File: src/rtl/mem_port_arbiter_pkg.sv
// Shared types for the imem/dmem memory-port arbiter.
package rv32i_types;

  typedef enum logic [1:0] {IDLE, ISSUE, WAIT} arb_state_t;

  // Requester ids, used for the winner / last-served flags.
  localparam logic SEL_IMEM = 1'b0;
  localparam logic SEL_DMEM = 1'b1;

  // One memory request at the default 32-bit address/data widths.
  typedef struct packed {
    logic [31:0] addr;
    logic [3:0]  rmask;
    logic [3:0]  wmask;
    logic [31:0] wdata;
  } mem_req_t;

endpackage

File: src/rtl/mem_port_arbiter_buf.sv
// One pending-request buffer: captures a request pulse and holds it until cleared.
module mem_req_buf
  import rv32i_types::*;
#(
  parameter type req_t = mem_req_t
) (
  input  logic clk,
  input  logic rst_n,
  input  logic capture,
  input  req_t req_in,
  input  logic clear,
  output logic valid,
  output req_t req
);

  // Capture wins over a coincident clear so a requester can re-request in its resp cycle.
  always_ff @(posedge clk or negedge rst_n) begin
    if (!rst_n) begin
      valid <= 1'b0;
      req   <= '0;
    end else if (capture && (!valid || clear)) begin
      valid <= 1'b1;
      req   <= req_in;
    end else if (clear) begin
      valid <= 1'b0;
    end
  end

  // A new request while this buffer still holds one is dropped; flag it.
  always @(posedge clk) begin
    if (rst_n) assert (!(capture && valid && !clear));
  end

endmodule

File: src/rtl/mem_port_arbiter.sv
// Round-robin arbiter sharing one memory port between instruction fetch and data access.
module mem_port_arbiter
  import rv32i_types::*;
#(
  parameter int ADDR_W = 32,
  parameter int DATA_W = 32
) (
  input  logic                clk,
  input  logic                rst_n,
  input  logic [ADDR_W-1:0]   imem_addr,
  input  logic [DATA_W/8-1:0] imem_rmask,
  output logic [DATA_W-1:0]   imem_rdata,
  output logic                imem_resp,
  input  logic [ADDR_W-1:0]   dmem_addr,
  input  logic [DATA_W/8-1:0] dmem_rmask,
  input  logic [DATA_W/8-1:0] dmem_wmask,
  input  logic [DATA_W-1:0]   dmem_wdata,
  output logic [DATA_W-1:0]   dmem_rdata,
  output logic                dmem_resp,
  output logic [ADDR_W-1:0]   mem_addr,
  output logic [DATA_W/8-1:0] mem_rmask,
  output logic [DATA_W/8-1:0] mem_wmask,
  output logic [DATA_W-1:0]   mem_wdata,
  input  logic [DATA_W-1:0]   mem_rdata,
  input  logic                mem_resp
);

  localparam int MW = DATA_W / 8;

  typedef struct packed {
    logic [ADDR_W-1:0] addr;
    logic [MW-1:0]     rmask;
    logic [MW-1:0]     wmask;
    logic [DATA_W-1:0] wdata;
  } req_t;

  arb_state_t state;
  logic       winner, last_served;
  logic       i_valid, d_valid, i_cap, d_cap, i_clr, d_clr;
  logic       resp_ok, pick_d;
  req_t       i_in, d_in, i_buf, d_buf, win_buf;

  assign i_in  = '{addr: imem_addr, rmask: imem_rmask, wmask: '0, wdata: '0};
  assign d_in  = '{addr: dmem_addr, rmask: dmem_rmask, wmask: dmem_wmask, wdata: dmem_wdata};
  assign i_cap = |imem_rmask;
  assign d_cap = (|dmem_rmask) || (|dmem_wmask);

  // A response only counts while a transaction is outstanding.
  assign resp_ok = mem_resp && (state != IDLE);
  assign i_clr   = resp_ok && (winner == SEL_IMEM);
  assign d_clr   = resp_ok && (winner == SEL_DMEM);

  mem_req_buf #(.req_t(req_t)) u_ibuf (
    .clk(clk), .rst_n(rst_n), .capture(i_cap), .req_in(i_in),
    .clear(i_clr), .valid(i_valid), .req(i_buf)
  );

  mem_req_buf #(.req_t(req_t)) u_dbuf (
    .clk(clk), .rst_n(rst_n), .capture(d_cap), .req_in(d_in),
    .clear(d_clr), .valid(d_valid), .req(d_buf)
  );

  // dmem wins when alone or on a tie after imem was served last.
  assign pick_d  = d_valid && (!i_valid || (last_served == SEL_IMEM));
  assign win_buf = pick_d ? d_buf : i_buf;

  // Issue FSM with registered downstream outputs; masks live for the ISSUE cycle only.
  always_ff @(posedge clk or negedge rst_n) begin
    if (!rst_n) begin
      state       <= IDLE;
      winner      <= SEL_IMEM;
      last_served <= SEL_IMEM;
      mem_addr    <= '0;
      mem_rmask   <= '0;
      mem_wmask   <= '0;
      mem_wdata   <= '0;
    end else begin
      case (state)
        IDLE: if (i_valid || d_valid) begin
          winner      <= pick_d;
          last_served <= pick_d;
          mem_addr    <= win_buf.addr;
          mem_rmask   <= win_buf.rmask;
          mem_wmask   <= win_buf.wmask;
          mem_wdata   <= win_buf.wdata;
          state       <= ISSUE;
        end
        ISSUE: begin
          mem_rmask <= '0;
          mem_wmask <= '0;
          state     <= mem_resp ? IDLE : WAIT;
        end
        WAIT: if (mem_resp) state <= IDLE;
        default: state <= IDLE;
      endcase
    end
  end

  // Route the response back to the owner of the outstanding transaction.
  always_comb begin
    imem_resp  = i_clr;
    dmem_resp  = d_clr;
    imem_rdata = i_clr ? mem_rdata : '0;
    dmem_rdata = d_clr ? mem_rdata : '0;
  end

endmodule

File: config.mk
export PLATFORM = sky130hd
export DESIGN_NAME = mem_port_arbiter
export DESIGN_NICKNAME = d
export VERILOG_FILES = /design/src/rtl/mem_port_arbiter_pkg.sv /design/src/rtl/mem_port_arbiter_buf.sv /design/src/rtl/mem_port_arbiter.sv
export SDC_FILE = /design/constraint.sdc
export NUM_CORES = 1
export LEC_CHECK = 0
export BUFFER_PORTS_ARGS = -buffer_cell sky130_fd_sc_hd__buf_4
export CAP_MARGIN = 15
export CORE_MARGIN = 2
export CORE_UTILIZATION = 50
export CTS_CLUSTER_DIAMETER = 100
export CTS_CLUSTER_SIZE = 24
export DETAILED_ROUTE_END_ITERATION = 10
export GPL_TIMING_DRIVEN = 0
export HOLD_SLACK_MARGIN = 0.1
export PLACE_DENSITY = 0.89
export SLEW_MARGIN = 30
export SYNTH_ARGS = -nofsm -noshare
export SYNTH_HDL_FRONTEND = slang
export SYNTH_SLANG_ARGS = --single-unit
File: constraint.sdc
create_clock -name clk -period 2.6 [get_ports clk]
set_input_delay 0.13 -clock clk [delete_from_list [all_inputs] [get_ports clk]]
set_output_delay 0.13 -clock clk [all_outputs]
set_load 0.005 [all_outputs]
# Yosys cells after proc, flatten, opt, wreduce, memory -nomap -nowiden
# Index checks and enable logic that the tools add are counted.
# word_totals
register_bits	185
latch_bits	0
ramBits	0
mem_bits_ro	0
input_bits	143
out_inout_bits	138
elab_cells	58
mem_count	0
# classes
n_addsub	0
multipliers	0
n_div	0
order_cmp	0
eq_ne	4
shift	0
muxes	15
n_bitwise	1
reduce_logical	24
# ops
cell	n
$mux 72	1
$mux 32	2
$pmux 4 s2	2
$reduce_or 4->1	3
$mux 4	2
$reduce_bool 2->1	4
$logic_and 1x1->1	6
$mux 2	3
$pmux 2 s3	1
$reduce_and 2->1	3
$logic_or 1x1->1	5
$mux 1	4
$ne 2x2->1 const B	2
$eq 2x1->1 const B	1
$eq 2x2->1 const B	1
$logic_not 1->1	2
$logic_not 2->1	1
$not 1->1	1

# Longest topological paths before layout
# Gate-level depths: netlist (run 1).
# depth
word_depth	6
ltp_mapped	8
ltp_nobuf	5

# By module
# From an unflattened synthesis (run 1), not the netlist that was laid out.
# unflattened
cells_unflattened	641
hier_area_um2	10717.8
# by_module_without_submodules
mod	instances	cells_per_inst	area_per_inst_um2	seq_area_each_um2
mem_req_buf	2	155	3010.4	1826.8
mem_port_arbiter	1	331	4697.0	1876.8

# Worst setup path before layout (run 1)
# OpenSTA, ideal clock, no wires.
# synth_path
kind	flip-flop to flip-flop
from	register state[1]
to	register u_dbuf.req[0] (netlist name)
setup_ns	0.125
t_arrival_ns	1.664
required_time_ns	2.475
path_slack_ns	0.811
stages_incl_launch_ff	6
n_path_buf	1
period_less_slack_ns	1.789
path_cell_list	dfrtp_1 o21ai_2 or2_4 a21oi_4 buf_12 mux2_4
# synth_between
elab_chain_len	5
# synth_rtl
element	line	text
from (decl)	mem_port_arbiter.sv:37	arb_state_t state;
from (signal assigned)	mem_port_arbiter.sv:91	state <= mem_resp ? IDLE : WAIT;
$reduce_bool 2->1	mem_port_arbiter.sv:49	assign resp_ok = mem_resp && (state != IDLE);
$logic_and 1x1->1	mem_port_arbiter.sv:49	
$logic_and 1x1->1	mem_port_arbiter.sv:51	assign d_clr = resp_ok && (winner == SEL_DMEM);
$logic_or 1x1->1	mem_port_arbiter_buf.sv:21	end else if (capture && (!valid || clear)) begin
$logic_and 1x1->1	mem_port_arbiter_buf.sv:21	
to (signal assigned)	mem_port_arbiter_buf.sv:23	req <= req_in;
to (decl)	mem_port_arbiter_buf.sv:13	output req_t req
# No other way between the ends.
# A chain may end at the register's enable or synchronous reset.

# Worst setup path after layout (run 1)
# layout_path
from	register state[1]
to	output port dmem_rdata[28]
# layout_between
elab_chain_len	4
# layout_rtl
element	line	text
$reduce_bool 2->1	mem_port_arbiter.sv:49	
$logic_and 1x1->1	mem_port_arbiter.sv:49	
$logic_and 1x1->1	mem_port_arbiter.sv:51	
$mux 32	mem_port_arbiter.sv:104	dmem_rdata = d_clr ? mem_rdata : '0;
to (decl)	mem_port_arbiter.sv:18	output logic [DATA_W-1:0] dmem_rdata,
# No other way between the ends.

==> insert_results.sql, run 1 <==
INSERT INTO impl_metrics (metric_group, metric, value, unit) VALUES
('power', 'leakage', '5.92', 'nW'),
('yosys', 'syn_area', '7910', 'um2'),
('setup_path', 'cell_class_contributing_the_biggest_share_of_worst_path_delay', 'buffers and inverters', ''),
('place', 'place.port_buffers', '280', ''),
('setup_path', 'critical-path-slowest-cell', 'sky130_fd_sc_hd__dfrtp_1', ''),
('floorplan', 'die_footprint', '16800', 'um2'),
('clock_network', 'root_buffer', 'sky130_fd_sc_hd__clkbuf_16', ''),
('route', 'wl_per_cell', '21.1', 'um'),
('grt', 'vias_in_the_first_global_route', '6663', ''),
('grt', 'first_pass_grt_wire_length', '37600', 'um'),
('setup_path', 'cp-end-kind', 'output pin', ''),
('route', 'wirelength', '25400', 'um'),
('yosys', 'synthesis.instances', '563', ''),
('setup_path', 'reg2reg_setup_slack', '0.45', 'ns'),
('setup_path', 'critical_path.n_buffers_inverters', '3', ''),
('timing', 'fin_skew', '0.0116', 'ns'),
('yosys', 'netlist_top_cells_area', 'sky130_fd_sc_hd__dfrtp_1 59%, sky130_fd_sc_hd__mux2_4 13%, sky130_fd_sc_hd__and2_1 5.1%', ''),
('finish', 'post_route_cells_drive_above_1_share', '44.7', '%'),
('timing', 'slew_headroom', '53.7', '%'),
('route', 'dr.first_iter.drc_count', '458', ''),
('grt', 'antenna_found_initial', '0', ''),
('setup_path', 'worst-setup-path-type', 'register to output pin', ''),
('power', 'ir_worst_vdd', '0.000576', 'V'),
('timing', 'layout_setup_ws', '0.435', 'ns'),
('yosys', 'top_cell_type_s_share_of_synthesized_area', '58.5', '%'),
('route', 'detail_route.drc_violations', '0', ''),
('clock_network', 'cts-root-to-sink-buffers', '2', ''),
('clock_network', 'tritoncts', 'done', ''),
('setup_path', 'critical_path_arrival', '2.03', 'ns'),
('clock_network', 'cts_post_setup_buffers_inserted', '0', ''),
('grt', 'groute.usage.overall', '29.9', '%'),
('setup_path', 'crit_chain', 'o21ai_2 -> or2_4 -> inv_1 -> clkbuf_1 -> and2_1 -> buf_4', ''),
('timing', 'post-route-period-util', '83.3', '%'),
('clock_network', 'cts-buffers-inserted', '17', ''),
('finish', 'num_antenna_cells', '0', ''),
('clock_network', 'cts_repair_resize_count', '0', ''),
('power', 'p_total', '13.5', 'mW'),
('timing', 'grt_setup_unrepaired', 'no', ''),
('yosys', 'cell_accounting_for_the_most_synthesized_area', 'sky130_fd_sc_hd__dfrtp_1', ''),
('finish', 'finalNetCount', '1118', ''),
('yosys', 'mappedNetlistNets', '706', ''),
('floorplan', 'die-width', '130', 'um'),
('yosys', 'postSynthAreaPerCell', '14.1', 'um2'),
('timing', 'min_period', '2.16', 'ns'),
('floorplan', 'effective_utilization_at_floorplan', '51.7', '%'),
('finish', 'area_growth', '52.0', '%'),
('floorplan', 'core_area', '15300', 'um2'),
('setup_path', 'crit_path_max_incr_delay', '0.42', 'ns'),
('route', 'num_vias', '6346', ''),
('grt', 'grt_start_max_net_pins', '80', ''),
('clock_network', 'clock_sink_count', '185', ''),
('setup_path', 'worst-endpoint-required', '2.47', 'ns'),
('yosys', 'ys_seq_elements', '185', ''),
('floorplan', 'placementRows', '45', ''),
('setup_path', 'critical_path_peak_fanout', '10', ''),
('flow_run', 'max_cap_viol_count', '0', ''),
('grt', 'grt.overflow.total', '0', ''),
('route', 'drt-vias-per-instance', '5.29', ''),
('power', 'pwr_density_cell', '1120', 'nW/um2'),
('yosys', 'yosys_synthesis_warning_count', '0', ''),
('status', 'outcome', 'finished clean', ''),
('timing', 'finalHoldViolations', '0', ''),
('yosys', 'ys_seq_area_share', '58.5', '%'),
('timing', 'max_freq', '0.462', 'GHz'),
('setup_path', 'critical_path.startpoint_type', 'register', ''),
('route', 'drt_first_pass_iters', '5', ''),
('timing', 'max_slew.worst_pin.slew', '0.693', 'ns'),
('clock_network', 'cts.clk_slew.worst_paths', '0.07', 'ns'),
('floorplan', 'floorplan.die.height', '130', 'um'),
('min_path', 'hold_path_class', 'primary input to async pin', ''),
('timing', 'setup_viol_count_final', '0', ''),
('setup_path', 'critical_register_to_register_path_startpoint', 'u_dbuf.valid$_DFFE_PN0P_', ''),
('floorplan', 'design.portCount', '281', ''),
('timing', 'tns', '0', 'ns'),
('place', 'detailedPlace.worstSlack', '0.477', 'ns'),
('route', 'antenna_violation_net_count_after_detailed_routing', '0', ''),
('timing', 'slew_violations', '0', ''),
('setup_path', 'critical_path.startpoint', 'state[1]$_DFFE_PN0P_', ''),
('clock_network', 'worstSkewPairLatency', '0.43', 'ns'),
('yosys', 'ys_types', '26', ''),
('clock_network', 'cts-htree-levels', '4', ''),
('place', 'gpl.final_weighted_congestion', '0.785', ''),
('clock_network', 'cts.hold.buffers_added', '111', ''),
('place', 'place_hpwl', '15300', 'um');
## cells by family (layout without fill, tap and decap cells)
group | Yosys count | in the layout | synth area share [%]
DFF | 185 | 185 | 58.5
muxes | 140 | 140 | 22.7
and+or+nand+nor | 115 | 115 | 7.81
AOI/OAI and AO/OA | 82 | 82 | 7.34
buffers and inverters | 40 | 465 | 3.54
xor gates and xnor gates | 1 | 1 | 0.111
## routing by layer
layer | part of all wire (%) | vias up | global-route usage (%)
met5 | 0 | - | 0
met4 | 2.8 | 0 | 11.4
met3 | 6.5 | 71 | 8.00
met2 | 52 | 289 | 51.7
met1 | 38 | 3196 | 35.7
li1 | - | 2790 | -
## layout by cell type (no fill, tap or decap), types with 2 or more instances in the layout
cell                            instances
sky130_fd_sc_hd__dfrtp_1              185
sky130_fd_sc_hd__buf_16                 2
sky130_fd_sc_hd__a22o_1                40
sky130_fd_sc_hd__nand2_1               39
sky130_fd_sc_hd__mux2_2                34
sky130_fd_sc_hd__inv_8                  3
sky130_fd_sc_hd__nor2_1                 3
sky130_fd_sc_hd__clkbuf_1              18
sky130_fd_sc_hd__inv_1                  3
sky130_fd_sc_hd__dlygate4sd3_1        111
sky130_fd_sc_hd__o21ai_0               37
sky130_fd_sc_hd__mux2i_1               36
sky130_fd_sc_hd__mux2_4                70
sky130_fd_sc_hd__or4_1                  2
sky130_fd_sc_hd__clkinvlp_4             3
sky130_fd_sc_hd__buf_2                 13
sky130_fd_sc_hd__clkbuf_16             17
sky130_fd_sc_hd__clkinv_4               2
sky130_fd_sc_hd__buf_4                279
sky130_fd_sc_hd__and2_1                65
sky130_fd_sc_hd__inv_6                  3
sky130_fd_sc_hd__buf_12                 7
## flip-flops by register name, summed over array words and instances, names as in the netlist
| signal | flops |
|---|---|
| last_served | 1 |
| mem_wmask | 4 |
| u_ibuf.req | 36 |
| mem_addr | 32 |
| state | 2 |
| u_dbuf.valid | 1 |
| u_ibuf.valid | 1 |
| u_dbuf.req | 72 |
| mem_rmask | 4 |
| mem_wdata | 32 |
## report_power, final
| part | internal (mW) | switching [mW] |
|---|---|---|
| Combinational | 3.24 | 2.46 |
| Sequential | 4.29 | 0.935 |
| Clock | 1.38 | 1.19 |
## area by class of cell
cell class              instances  area [um2]
plain buffers                  37         269
fillers                       853        3290
clock inverters                13         135
multi-input cells             338        3000
clock buffers                  19         443
well taps                     211         264
repair buffers                393        3280
inverters                       3        11.3
flip-flops and latches        185        4630
## Yosys cell counts
cell type and count:
sky130_fd_sc_hd__nand2b_1 1, sky130_fd_sc_hd__inv_1 3, sky130_fd_sc_hd__and2_1 65, sky130_fd_sc_hd__or2_2 1, sky130_fd_sc_hd__nand2_1 39, sky130_fd_sc_hd__mux2_4 70
sky130_fd_sc_hd__clkbuf_1 17, sky130_fd_sc_hd__a22o_1 40, sky130_fd_sc_hd__o21ai_2 1, sky130_fd_sc_hd__xnor2_1 1, sky130_fd_sc_hd__a21o_1 1, sky130_fd_sc_hd__a21oi_4 1
sky130_fd_sc_hd__buf_12 7, sky130_fd_sc_hd__buf_2 13, sky130_fd_sc_hd__o21ai_1 1, sky130_fd_sc_hd__nor3_1 1, sky130_fd_sc_hd__nor2_2 1, sky130_fd_sc_hd__mux2_2 34
sky130_fd_sc_hd__nor2_1 3, sky130_fd_sc_hd__o21ai_0 37, sky130_fd_sc_hd__a21boi_0 1, sky130_fd_sc_hd__or2_4 1, sky130_fd_sc_hd__mux2i_1 36, sky130_fd_sc_hd__nor4_1 1
sky130_fd_sc_hd__dfrtp_1 185, sky130_fd_sc_hd__or4_1 2
## worst paths after layout
kind / cells past startpoint / end
setup / recovery: 6 / dmem_rdata[28]
hold / removal: 2 / mem_wdata[26]$_DFFE_PN0P_
setup reg to reg: 7 / mem_wdata[21]$_DFFE_PN0P_
hold reg to reg: 2 / mem_addr[23]$_DFFE_PN0P_
max in group asynchronous: 3 / u_dbuf.req[62]$_DFFE_PN0P_
min in group clk: 3 / u_dbuf.req[5]$_DFFE_PN0P_
## per-stage QoR
step | std cells | hold WS [ns] | utilization (%) | instance area, um2
detailed placement | 1056 | 0.0486 | 67.5 | 10300
global route | 1199 | 0.196 | 78.5 | 12000
global placement | 1054 | 0.304 | 67.1 | 10300
floorplan | 563 | -0.166 | - | 7910
finish | 1199 | 0.197 | 78.5 | 12000
CTS | 1199 | 0.194 | 78.5 | 12000
Power figures use the tool's default switching activity.
==> run 2, diff against run 1 <==
--- a/config.mk
+++ b/config.mk
@@ -8,13 +8,13 @@
 export BUFFER_PORTS_ARGS = -buffer_cell sky130_fd_sc_hd__buf_4
 export CAP_MARGIN = 15
 export CORE_MARGIN = 2
-export CORE_UTILIZATION = 50
+export CORE_UTILIZATION = 45
 export CTS_CLUSTER_DIAMETER = 100
 export CTS_CLUSTER_SIZE = 24
 export DETAILED_ROUTE_END_ITERATION = 10
 export GPL_TIMING_DRIVEN = 0
 export HOLD_SLACK_MARGIN = 0.1
-export PLACE_DENSITY = 0.89
+export PLACE_DENSITY = 0.85
 export SLEW_MARGIN = 30
 export SYNTH_ARGS = -nofsm -noshare
 export SYNTH_HDL_FRONTEND = slang
==> constraint.sdc (replaced) <==
create_clock -name clk -period 1.8 [get_ports clk]
set_input_delay 0.09 -clock clk [delete_from_list [all_inputs] [get_ports clk]]
set_output_delay 0.09 -clock clk [all_outputs]
set_load 0.005 [all_outputs]
==> run 2 against run 1 <==
The run now ends with negative setup slack left. Sequential cell count unchanged. Utilization shrank 3.7 points. Die area is 11% higher. Via count rose by 0.80%. Clock power rose by 53%. Sequential share of layout area decreased by 2.6 points. Combinational power up 66%. Worst setup slack got worse by 0.60 ns. Register-to-register slack got worse by 0.61 ns.
==> insert_results.sql, run 2 (same netlist as run 1, synthesis figures left out) <==
INSERT INTO impl_metrics (metric_group, metric, value, unit) VALUES
('status', 'outcome', 'finished, violations left', ''),
('status', 'failed_checks', 'negative setup slack', ''),
('route', 'dr.first_iter.drc_count', '300', ''),
('grt', 'grt_start_max_net_pins', '79', ''),
('setup_path', 'worst-setup-path-type', 'register to register', ''),
('timing', 'grt_setup_unrepaired', 'yes', ''),
('route', 'num_vias', '6397', ''),
('grt', 'first_pass_grt_wire_length', '37700', 'um'),
('floorplan', 'placementRows', '48', ''),
('route', 'antenna_violation_net_count_after_detailed_routing', '0', ''),
('timing', 'setup_viol_count_final', '130', ''),
('finish', 'post_route_cells_drive_above_1_share', '51.2', '%'),
('flow_run', 'max_cap_viol_count', '0', ''),
('power', 'power_report.internal_total', '14.0', 'mW'),
('setup_path', 'worst-endpoint-required', '2.10', 'ns'),
('finish', 'num_antenna_cells', '0', ''),
('setup_path', 'critical_path_arrival', '2.26', 'ns'),
('clock_network', 'tritoncts', 'done', ''),
('finish', 'number_of_flip_flops_under_the_largest_register_name', '72', ''),
('clock_network', 'cts.clk_slew.worst_paths', '0.07', 'ns'),
('floorplan', 'floorplan.die.height', '137', 'um'),
('power', 'ir_worst_vdd', '0.00100', 'V'),
('place', 'dpl.cell_count', '1070', ''),
('finish', 'final.fill_count', '1022', ''),
('timing', 'max_freq', '0.509', 'GHz'),
('clock_network', 'cts-htree-levels', '4', ''),
('power', 'pwr_density_cell', '1610', 'nW/um2'),
('floorplan', 'effective_utilization_at_floorplan', '45.9', '%'),
('timing', 'fin_skew', '0.0125', 'ns'),
('clock_network', 'cts-buffers-inserted', '17', ''),
('power', 'power.net_switching', '6.83', 'mW'),
('setup_path', 'cp-end-kind', 'register', ''),
('place', 'gpl.final_weighted_congestion', '0.794', ''),
('finish', 'area.sequential', '4630', 'um2'),
('power', 'pwr-share-clk', '18.8', '%'),
('finish', 'multi_input_comb_area', '3120', 'um2'),
('floorplan', 'core_area', '17200', 'um2'),
('route', 'wirelength', '25600', 'um'),
('finish', 'utilization', '74.9', '%'),
('grt', 'groute.usage.overall', '26.5', '%'),
('power', 'p_sw_share', '32.8', '%'),
('min_path', 'hold_path_class', 'primary input to async pin', ''),
('grt', 'antenna_found_initial', '0', ''),
('power', 'power.combinational.fraction', '45.2', '%'),
('finish', 'largest_registers', 'u_dbuf.req (72), u_ibuf.req (36)', ''),
('route', 'detail_route.drc_violations', '0', ''),
('power', 'leakage', '6.32', 'nW'),
('route', 'drt-vias-per-instance', '5.14', ''),
('finish', 'finalNetCount', '1150', ''),
('floorplan', 'die-width', '137', 'um'),
('power', 'p_total', '20.8', 'mW'),
('route', 'drt_first_pass_iters', '5', ''),
('place', 'place.port_buffers', '280', ''),
('grt', 'vias_in_the_first_global_route', '6872', ''),
('finish', 'final_cell_mix', '261 x sky130_fd_sc_hd__buf_4, 183 x sky130_fd_sc_hd__dfrtp_1, 112 x sky130_fd_sc_hd__dlygate4sd3_1', ''),
('timing', 'max_slew.worst_pin.slew', '0.554', 'ns'),
('finish', 'area_growth', '63.2', '%'),
('timing', 'slew_headroom', '63.1', '%'),
('clock_network', 'clock_sink_count', '185', ''),
('finish', 'finish.instance_area', '12900', 'um2'),
('floorplan', 'design.portCount', '281', ''),
('setup_path', 'reg2reg_setup_slack', '-0.16', 'ns'),
('timing', 'min_period', '1.96', 'ns'),
('timing', 'layout_setup_ws', '-0.164', 'ns'),
('finish', 'largest_register', 'u_dbuf.req', ''),
('timing', 'finalHoldViolations', '0', ''),
('timing', 'worst_hold_slack', '0.175', 'ns'),
('grt', 'grt.overflow.total', '0', ''),
('place', 'placed_area', '10400', 'um2'),
('floorplan', 'die_footprint', '18700', 'um2'),
('clock_network', 'cts-root-to-sink-buffers', '2', ''),
('finish', 'finalNonFillerCells', '1245', ''),
('setup_path', 'timing.reg2reg.worst_path_depth', '9', ''),
('clock_network', 'root_buffer', 'sky130_fd_sc_hd__clkbuf_16', ''),
('route', 'wl_per_cell', '20.5', 'um'),
('setup_path', 'critical_path_peak_fanout', '5', ''),
('place', 'place_hpwl', '15000', 'um'),
('power', 'power.sequential.fraction', '35.9', '%'),
('timing', 'slew_violations', '0', ''),
('clock_network', 'worstSkewPairLatency', '0.42', 'ns'),
('setup_path', 'critical_path.startpoint_type', 'register', ''),
('finish', 'commonest_non_fill_non_tap_cell_in_the_layout', 'sky130_fd_sc_hd__buf_4', ''),
('timing', 'post-route-period-util', '109', '%');
## run 2: cell count changes in the layout (fill, tap and decap cells not counted), sizes merged
cell	delta
buf	+31
clkinv	+2
dlygate4sd3	+1
bufinv	+1
clkinvlp	-3
## run 2: layout make-up
| cell class | instances | area share (%) |
|---|---|---|
| Sequential cell | 185 | 35.9 |
| Timing Repair Buffer | 425 | 29.8 |
| Multi-Input combinational cell | 338 | 24.2 |
| Clock buffer | 19 | 3.43 |
| Buffer | 37 | 3.00 |
| Tap cell | 225 | 2.18 |
| Clock inverter | 13 | 1.39 |
| Inverter | 3 | 0.145 |
## run 2: power groups by stage
stage	sequential [mW]	clock [mW]	combinational, mW
global route	7.69	4.17	10.1
CTS	7.37	3.95	8.92
finish	7.48	3.92	9.42
global placement	7.29	0	7.45
detailed placement	7.43	0	7.74
floorplan	7.15	0	4.80
## run 2: through the flow
| step | setup TNS [ns] | setup WS (ns) |
|---|---|---|
| 6_report | -7.56 | -0.164 |
| 5_1_grt | -14.76 | -0.193 |
| 4_1_cts | -5.80 | -0.140 |
| 3_5_place_dp | -35.51 | -0.351 |
| 3_3_place_gp | -125.80 | -0.521 |
| 2_1_floorplan | 0 | 0.0111 |
## run 2: layer usage
metal	routed length (um)	global-route usage (%)	share of wire, %
met1	10200	33.6	40
met2	13200	44.0	52
met4	576	9.95	2.3
met3	1540	6.48	6.0
met5	0	0	0
## run 2: critical path: stages (launching register included)
cell and delay (ns):
sky130_fd_sc_hd__dfrtp_1 0.39, sky130_fd_sc_hd__o21ai_2 0.10, sky130_fd_sc_hd__or2_4 0.25, sky130_fd_sc_hd__buf_6 0.13
sky130_fd_sc_hd__a21oi_4 0.20, sky130_fd_sc_hd__buf_12 0.13, sky130_fd_sc_hd__buf_12 0.10, sky130_fd_sc_hd__buf_12 0.12
sky130_fd_sc_hd__buf_12 0.12, sky130_fd_sc_hd__mux2_4 0.30
## run 2: repair_timing
item,CTS,global route
pin swaps,35,3
setup endpoints to repair,230,226
hold endpoints to repair,296,0
hold buffers,112,0
resized for setup,108,36
gates cloned,8,4
buffers inserted,14,10
## run 2: final timing paths
check                                                  end                startpoint
worst max register to register  u_dbuf.req[52]$_DFFE_PN0P_      state[1]$_DFFE_PN0P_
worst min-delay path             u_dbuf.req[7]$_DFFE_PN0P_                     rst_n
min in group clk                  u_ibuf.valid$_DFFE_PN0P_                  mem_resp
max in group asynchronous       u_ibuf.req[51]$_DFFE_PN0P_                     rst_n
worst min register to register    mem_addr[22]$_DFFE_PN0P_  mem_addr[22]$_DFFE_PN0P_
worst max-delay path            u_dbuf.req[52]$_DFFE_PN0P_      state[1]$_DFFE_PN0P_
